===== src/rtl/acc_sequencer.sv =====
// Accumulator execute sequencer: one instruction per 3 cycles (IDLE -> READ -> EXEC)
// against a register file with one-cycle registered read data.
//
// state | meaning
// IDLE  | ready for an instruction; latch it and its address on accept
// READ  | address stable, register file captures R[a]
// EXEC  | read data valid; ACC/flags/ERR update, ST writes, DONE raised
module acc_sequencer #(
  parameter int DATA_W   = 8,
  parameter int ADDR_W   = 4,
  parameter int RF_DEPTH = 4
) (
  input  logic              CLK,
  input  logic              RST,
  input  logic              INSTR_VALID,
  output logic              INSTR_READY,
  input  logic [7:0]        INSTR,
  output logic [ADDR_W-1:0] RF_ADDR,
  output logic              RF_CE,
  output logic [DATA_W-1:0] RF_DATA_IN,
  input  logic [DATA_W-1:0] RF_DATA_OUT,
  output logic [DATA_W-1:0] ACC,
  output logic              FLAG_Z,
  output logic              FLAG_C,
  output logic              DONE,
  output logic              ERR
);

  typedef enum logic [1:0] {S_IDLE, S_READ, S_EXEC} state_t;

  localparam logic [3:0] OP_NOP = 4'd0;
  localparam logic [3:0] OP_LD  = 4'd1;
  localparam logic [3:0] OP_ST  = 4'd2;
  localparam logic [3:0] OP_ADD = 4'd3;
  localparam logic [3:0] OP_SUB = 4'd4;
  localparam logic [3:0] OP_AND = 4'd5;
  localparam logic [3:0] OP_OR  = 4'd6;
  localparam logic [3:0] OP_XOR = 4'd7;
  localparam logic [3:0] OP_LDI = 4'd8;

  state_t      state;
  logic [7:0]  instr_q;
  logic [3:0]  op;
  logic [3:0]  arg;
  logic        addr_ok;
  logic        illegal;
  logic [DATA_W:0]   sum;
  logic [DATA_W:0]   diff;
  logic [DATA_W-1:0] acc_nxt;
  logic        c_nxt;
  logic        z_nxt;
  logic        upd_z;

  assign op      = instr_q[7:4];
  assign arg     = instr_q[3:0];
  assign addr_ok = int'(arg) < RF_DEPTH;

  always_comb begin
    illegal = 1'b1;
    case (op)
      OP_NOP, OP_LDI: illegal = 1'b0;
      OP_LD, OP_ST, OP_ADD, OP_SUB, OP_AND, OP_OR, OP_XOR: illegal = !addr_ok;
      default: illegal = 1'b1;
    endcase
  end

  // Borrow on SUB falls out as the top bit of the widened difference.
  assign sum  = {1'b0, ACC} + {1'b0, RF_DATA_OUT};
  assign diff = {1'b0, ACC} - {1'b0, RF_DATA_OUT};

  always_comb begin
    acc_nxt = ACC;
    c_nxt   = FLAG_C;
    upd_z   = 1'b0;
    if (!illegal) begin
      case (op)
        OP_LD:  begin acc_nxt = RF_DATA_OUT; upd_z = 1'b1; end
        OP_ADD: begin acc_nxt = sum[DATA_W-1:0]; c_nxt = sum[DATA_W]; upd_z = 1'b1; end
        OP_SUB: begin acc_nxt = diff[DATA_W-1:0]; c_nxt = diff[DATA_W]; upd_z = 1'b1; end
        OP_AND: begin acc_nxt = ACC & RF_DATA_OUT; c_nxt = 1'b0; upd_z = 1'b1; end
        OP_OR:  begin acc_nxt = ACC | RF_DATA_OUT; c_nxt = 1'b0; upd_z = 1'b1; end
        OP_XOR: begin acc_nxt = ACC ^ RF_DATA_OUT; c_nxt = 1'b0; upd_z = 1'b1; end
        OP_LDI: begin acc_nxt = {{(DATA_W-4){1'b0}}, arg}; upd_z = 1'b1; end
        default: ;
      endcase
    end
    z_nxt = upd_z ? (acc_nxt == '0) : FLAG_Z;
  end

  always_ff @(posedge CLK) begin
    if (RST) begin
      state   <= S_IDLE;
      instr_q <= '0;
      RF_ADDR <= '0;
      ACC     <= '0;
      FLAG_Z  <= 1'b0;
      FLAG_C  <= 1'b0;
      ERR     <= 1'b0;
      DONE    <= 1'b0;
    end else begin
      DONE <= 1'b0;
      case (state)
        S_IDLE: begin
          if (INSTR_VALID) begin
            instr_q <= INSTR;
            RF_ADDR <= ADDR_W'(INSTR[3:0]);
            state   <= S_READ;
          end
        end
        S_READ: state <= S_EXEC;
        S_EXEC: begin
          ACC    <= acc_nxt;
          FLAG_Z <= z_nxt;
          FLAG_C <= c_nxt;
          if (illegal) ERR <= 1'b1;
          DONE   <= 1'b1;
          state  <= S_IDLE;
        end
        default: state <= S_IDLE;
      endcase
    end
  end

  // Write strobe is gated by reset so an aborted ST never reaches the register file.
  assign RF_CE       = (state == S_EXEC) && (op == OP_ST) && !illegal && !RST;
  assign INSTR_READY = (state == S_IDLE);
  assign RF_DATA_IN  = ACC;

endmodule

===== config.mk =====
export PLATFORM = sky130hd
export DESIGN_NAME = acc_sequencer
export DESIGN_NICKNAME = d
export VERILOG_FILES = /design/src/rtl/acc_sequencer.sv
export SDC_FILE = /design/constraint.sdc
export NUM_CORES = 1
export LEC_CHECK = 0
export BUFFER_PORTS_ARGS = -buffer_cell sky130_fd_sc_hd__clkbuf_2
export CAP_MARGIN = 0
export CORE_ASPECT_RATIO = 1.75
export CORE_MARGIN = 2
export CORE_UTILIZATION = 32
export CTS_CLUSTER_DIAMETER = 200
export DETAILED_ROUTE_END_ITERATION = 6
export GPL_TIMING_DRIVEN = 0
export PLACE_DENSITY = 0.58
export SLEW_MARGIN = 20
export SYNTH_ARGS = -nofsm -noshare
export SYNTH_HDL_FRONTEND = slang
export SYNTH_SLANG_ARGS = --single-unit

===== constraint.sdc =====
create_clock -name CLK -period 3 [get_ports CLK]
set_input_delay 0.6 -clock CLK [delete_from_list [all_inputs] [get_ports CLK]]
set_output_delay 0.6 -clock CLK [all_outputs]
set_load 0.01 [all_outputs]

# Word level (Yosys, flattened, before mapping)
# Index checks and enable logic that the tools add are counted.
# totals
reg_bits	26
latchBits	0
ram_bits	0
mem_bits_ro	0
n_memories	0
# op_classes
add_sub_neg	2
n_mul	0
n_div	0
n_lt_le_gt_ge	1
eq_ne	11
shift	0
muxes	9
bitwise	4
reduce_logical	18
# op_table
operator	n
$pmux 8 s7	1
$eq 4x3->1 const B	4
$reduce_or 7->1	2
$add 8x8->9	1
$sub 8x8->9	1
$and 8x8->8	1
$eq 4x2->1 const B	2
$logic_not 8->1	1
$mux 8	1
$or 8x8->8	1
$xor 8x8->8	1
$reduce_and 2->1	3
$eq 4x1->1 const B	1
$eq 4x4->1 const B	1
$logic_not 4->1	1
$lt 4x3->1 const B	1
$pmux 2 s2	1
$logic_and 1x1->1	3
$logic_not 1->1	3
$mux 1	3
$pmux 1 s3	1
$reduce_and 3->1	1
$reduce_bool 3->1	1
$reduce_or 3->1	1
8 further kinds	8

# Logic depth before layout (Yosys ltp)
# logic_depth
depth_word	6
ltp_mapped	10
ltp_nobuf	10

# Least setup slack after synthesis
# No wires, ideal clock.
# synth_timing
path_type	input-to-reg
start	in RF_DATA_OUT[0]
end	reg FLAG_Z
t_arrival_ns	2.428
slack_ns	0.487
stages	9
path_buffers	0
path_cell_list	ha_1 > fa_1 > mux4_2 > nand2_1 > a21oi_1 > a31oi_1 > a31o_1 > o2111ai_1 > o31ai_2
# synth_via
elab_chain_len	4
# synth_lines
element	line	rtl
start, declared	21	input logic [DATA_W-1:0] RF_DATA_OUT,
$sub 8x8->9 (tied with other cells)	69	assign diff = {1'b0, ACC} - {1'b0, RF_DATA_OUT};
$pmux 8 s7 (*)	76	case (op)
$mux 8 (*)	75	if (!illegal) begin
$logic_not 8->1 (*)	87	z_nxt = upd_z ? (acc_nxt == '0) : FLAG_Z;
end signal, assigned	113	FLAG_Z <= z_nxt;
end, declared	23	output logic FLAG_Z,
# Mark *: on every way between the ends. The rest lies on a longest branch, timed or not.
# A chain may end at the register's enable or synchronous reset.

# Final worst setup path
# layout_timing
start	reg ACC[1]
end	reg FLAG_Z
# layout_via
elab_chain_len	4
# layout_lines
element	line	rtl
start, declared	22	output logic [DATA_W-1:0] ACC,
start signal, assigned	112	ACC <= acc_nxt;
$sub 8x8->9 (tied with other cells)	69	
$pmux 8 s7	76	
$mux 8 (*)	75	
$logic_not 8->1 (*)	87	
# Marked as above.

==> results_dict.tcl <==
set metrics [dict create \
    cp.required_ns 3.16 \
    diodes 0 \
    finClkSkew_ns 0.00255 \
    syn_inst 301 \
    rows 40 \
    setup_viol 0 \
    firstDrtPassIters 4 \
    grt_pass1_vias 2173 \
    yosysMostFrequentCell "nand2_1" \
    drtIter0Drc 82 \
    layout-drive-gt1-share 0.213 \
    grt_antenna_before_repair 0 \
    synth_area_leaders "dfxtp_1, ha_1, nand2_1, a21oi_1, nor2_1" \
    synthDistinctLibCells 56 \
    synth_nets 346 \
    wl_per_cell_microns 15.8 \
    tightest_slew_ns 0.903 \
    cap_violations 0 \
    slew_headroom 0.390 \
    powerDensity_nw_per_um2 319 \
    die_h_microns 115 \
    grt_max_degree 12 \
    cts-root-buf "clkbuf_16" \
    synthArstFlopShare 0 \
    htree_levels 1 \
    cts_buffers 3 \
    yosys.area.top_type "dfxtp_1" \
    crit_arrival_ns 2.94 \
    initial_core_util 0.328 \
    start_kind "flip-flop" \
    synth_common_cells "nand2_1, nor2_1, ha_1" \
    grt_first_pass_wirelength_microns 10700 \
    detail-route-antenna-nets 0 \
    internal-power_mw 0.578 \
    gr-total-overflow 0 \
    nets 395 \
    status "complete, no violations" \
    dr.max_layer_used "met4" \
    postCtsSetupBuffers 0 \
    hold_path_class "flip-flop to flip-flop" \
    dr_wl_met3_microns 221 \
    clkTransAtPathRegs_ns 0.06 \
    viasPerCell 5.29 \
    syn_avg_cell_area_sq_um 7.47 \
    wl_met2_microns 3730 \
    dieArea_sq_um 7730 \
    area_growth_pct 18.1 \
    cts_tree "built" \
    p_leak_nw 1.15 \
    clk_path_buf_depth 2 \
    period_share 0.926 \
    peakVddDrop_v 0.000330 \
    max_stage_delay_ns 0.51 \
    seqPwrFrac 0.373 \
    core_sq_um 6860 \
    ys_seq_area_frac 0.196 \
    dpl_cell_area_sq_um 2570 \
    critPathMaxFanout 8 \
    met1_length_microns 2620 \
    ios 45 \
    yosys_warnings 0 \
    critPathKind "flip-flop to flip-flop" \
    endpoint_kind "flip-flop" \
    max_freq_ghz 0.360 \
    rsz0062_at_grt "false" \
    stdcell_area_sq_um 2650 \
    gp_congestion 0.879 \
    grt_usage 0.181 \
    vias 2287 \
    wirelength_microns 6810 \
    synth-seq-cells 22 \
    drv_slew 0 \
    die_w_microns 67.3 \
    clockPowerShare 0.327 \
    crit_slowest_cell "dfxtp_1" \
    synth_edf_count 0 \
    synth_area_sq_um 2250 \
    cts_sinks 22 \
    worst_skew_pair.late_latency_ns 0.25 \
    hold_viol 0 \
    crit_chain "inv_1 > ha_1 > o21bai_1 > a311oi_2 > o21a_1 > o21a_1 > o32ai_1 > o311ai_0 > o31ai_2" \
    hpwl_microns 5470 \
    period_minus_slack_ns 2.78 \
    synth-main-ff-cell "dfxtp_1" \
    worst_path_most_repeated_cell "o21a_1" \
    remaining_drc_errors 0 \
    power.switching_mw 0.269 \
    port_buffers 44 \
    final_cells 432 \
    synth_top_area_frac 0.196 \
    dp_cells 429 \
    pwr-share-comb 0.301 \
    tns_ns 0 \
    p_sw_frac 0.318 \
]
-- power by group through the flow --
stage / sequential [mW] / combinational, mW / clock [mW]
after CTS: 0.315 / 0.252 / 0.279
after floorplan: 0.320 / 0.172 / 0
after detailed placement: 0.321 / 0.250 / 0
after global placement: 0.321 / 0.249 / 0
after global routing: 0.317 / 0.280 / 0.293
final: 0.315 / 0.255 / 0.276
-- logic make-up after synthesis --
kind of cell | count (synthesis) | share of synthesized area
muxes | 9 | 0.0468
adders and majority gates | 26 | 0.151
xor gates and xnor gates | 3 | 0.0117
buffers and inverters | 51 | 0.112
and+or+nand+nor | 104 | 0.220
DFF | 22 | 0.196
AOI/OAI and AO/OA | 86 | 0.262
-- repair_timing --
item                       4_1_cts  5_1_grt
setup endpoints to repair        0        1
hold buffers                     0        0
resized for setup                0        1
-- layout by cell type, fill, tap and decap left out, types with 3 or more instances in the layout --
cell,synthesis,layout
nor2b_1,4,4
o2111ai_1,3,3
nor2_1,26,26
buf_4,12,12
inv_1,23,23
clkbuf_1,7,7
nor3_1,12,12
o21a_1,4,4
o21ai_0,8,8
dfxtp_1,22,22
ha_1,24,24
o22ai_1,6,6
clkbuf_2,0,44
mux2i_1,6,6
buf_2,6,6
a211oi_1,7,7
o21bai_1,4,4
a31oi_1,6,6
o31ai_1,4,4
xnor2_1,3,3
nand2b_1,5,5
clkbuf_16,0,3
nand2_1,34,34
a21oi_1,23,23
nand3_1,10,10
-- worst max-delay path: cells and delay by family (launching register included) --
| family | cells | cell delay, ns |
|---|---|---|
| AOI/OAI and AO/OA | 7 | 1.72 |
| DFF | 1 | 0.51 |
| buffers and inverters | 1 | 0.13 |
| adders and majority gates | 1 | 0.33 |
-- flip-flops by register name, summed over array words and instances (netlist names) --
register and cells:
ACC 8, DONE 1, ERR 1, FLAG_C 1, FLAG_Z 1, RF_ADDR 3, instr_q 5, state 2
-- final cells by class --
type / count / area (sq um)
inverters: 24 / 90.1
multi-input cells: 228 / 1560
flip-flops and latches: 22 / 440
repair buffers: 44 / 220
clock buffers: 3 / 75.1
well taps: 84 / 105
plain buffers: 27 / 161
fillers: 730 / 4200
-- final timing paths --
path / start / endpoint / slack (ns) / cells after the start
worst max-delay path: ACC[1] / FLAG_Z / 0.22 / 9
worst min-delay path: ERR / ERR / 0.48 / 2
worst max register to register: ACC[1] / FLAG_Z / 0.22 / 9
worst min register to register: ERR / ERR / 0.48 / 2
-- layer usage --
metal | track usage | vias up
li1 | - | 1159
met1 | 0.195 | 1057
met2 | 0.337 | 56
met3 | 0.0176 | 15
met4 | 0.0925 | 0
met5 | 0 | -
-- stage by stage --
stage | total power, mW | setup slack, ns | util | hold slack [ns]
after detailed placement | 0.572 | -0.0332 | 0.375 | 0.465
final | 0.846 | 0.223 | 0.387 | 0.480
after global routing | 0.890 | 0.0375 | 0.387 | 0.507
after global placement | 0.570 | -0.0353 | 0.375 | 0.454
after CTS | 0.846 | 0.179 | 0.386 | 0.478
after floorplan | 0.491 | 0.487 | - | 0.437
Power figures use the tool's default switching activity.
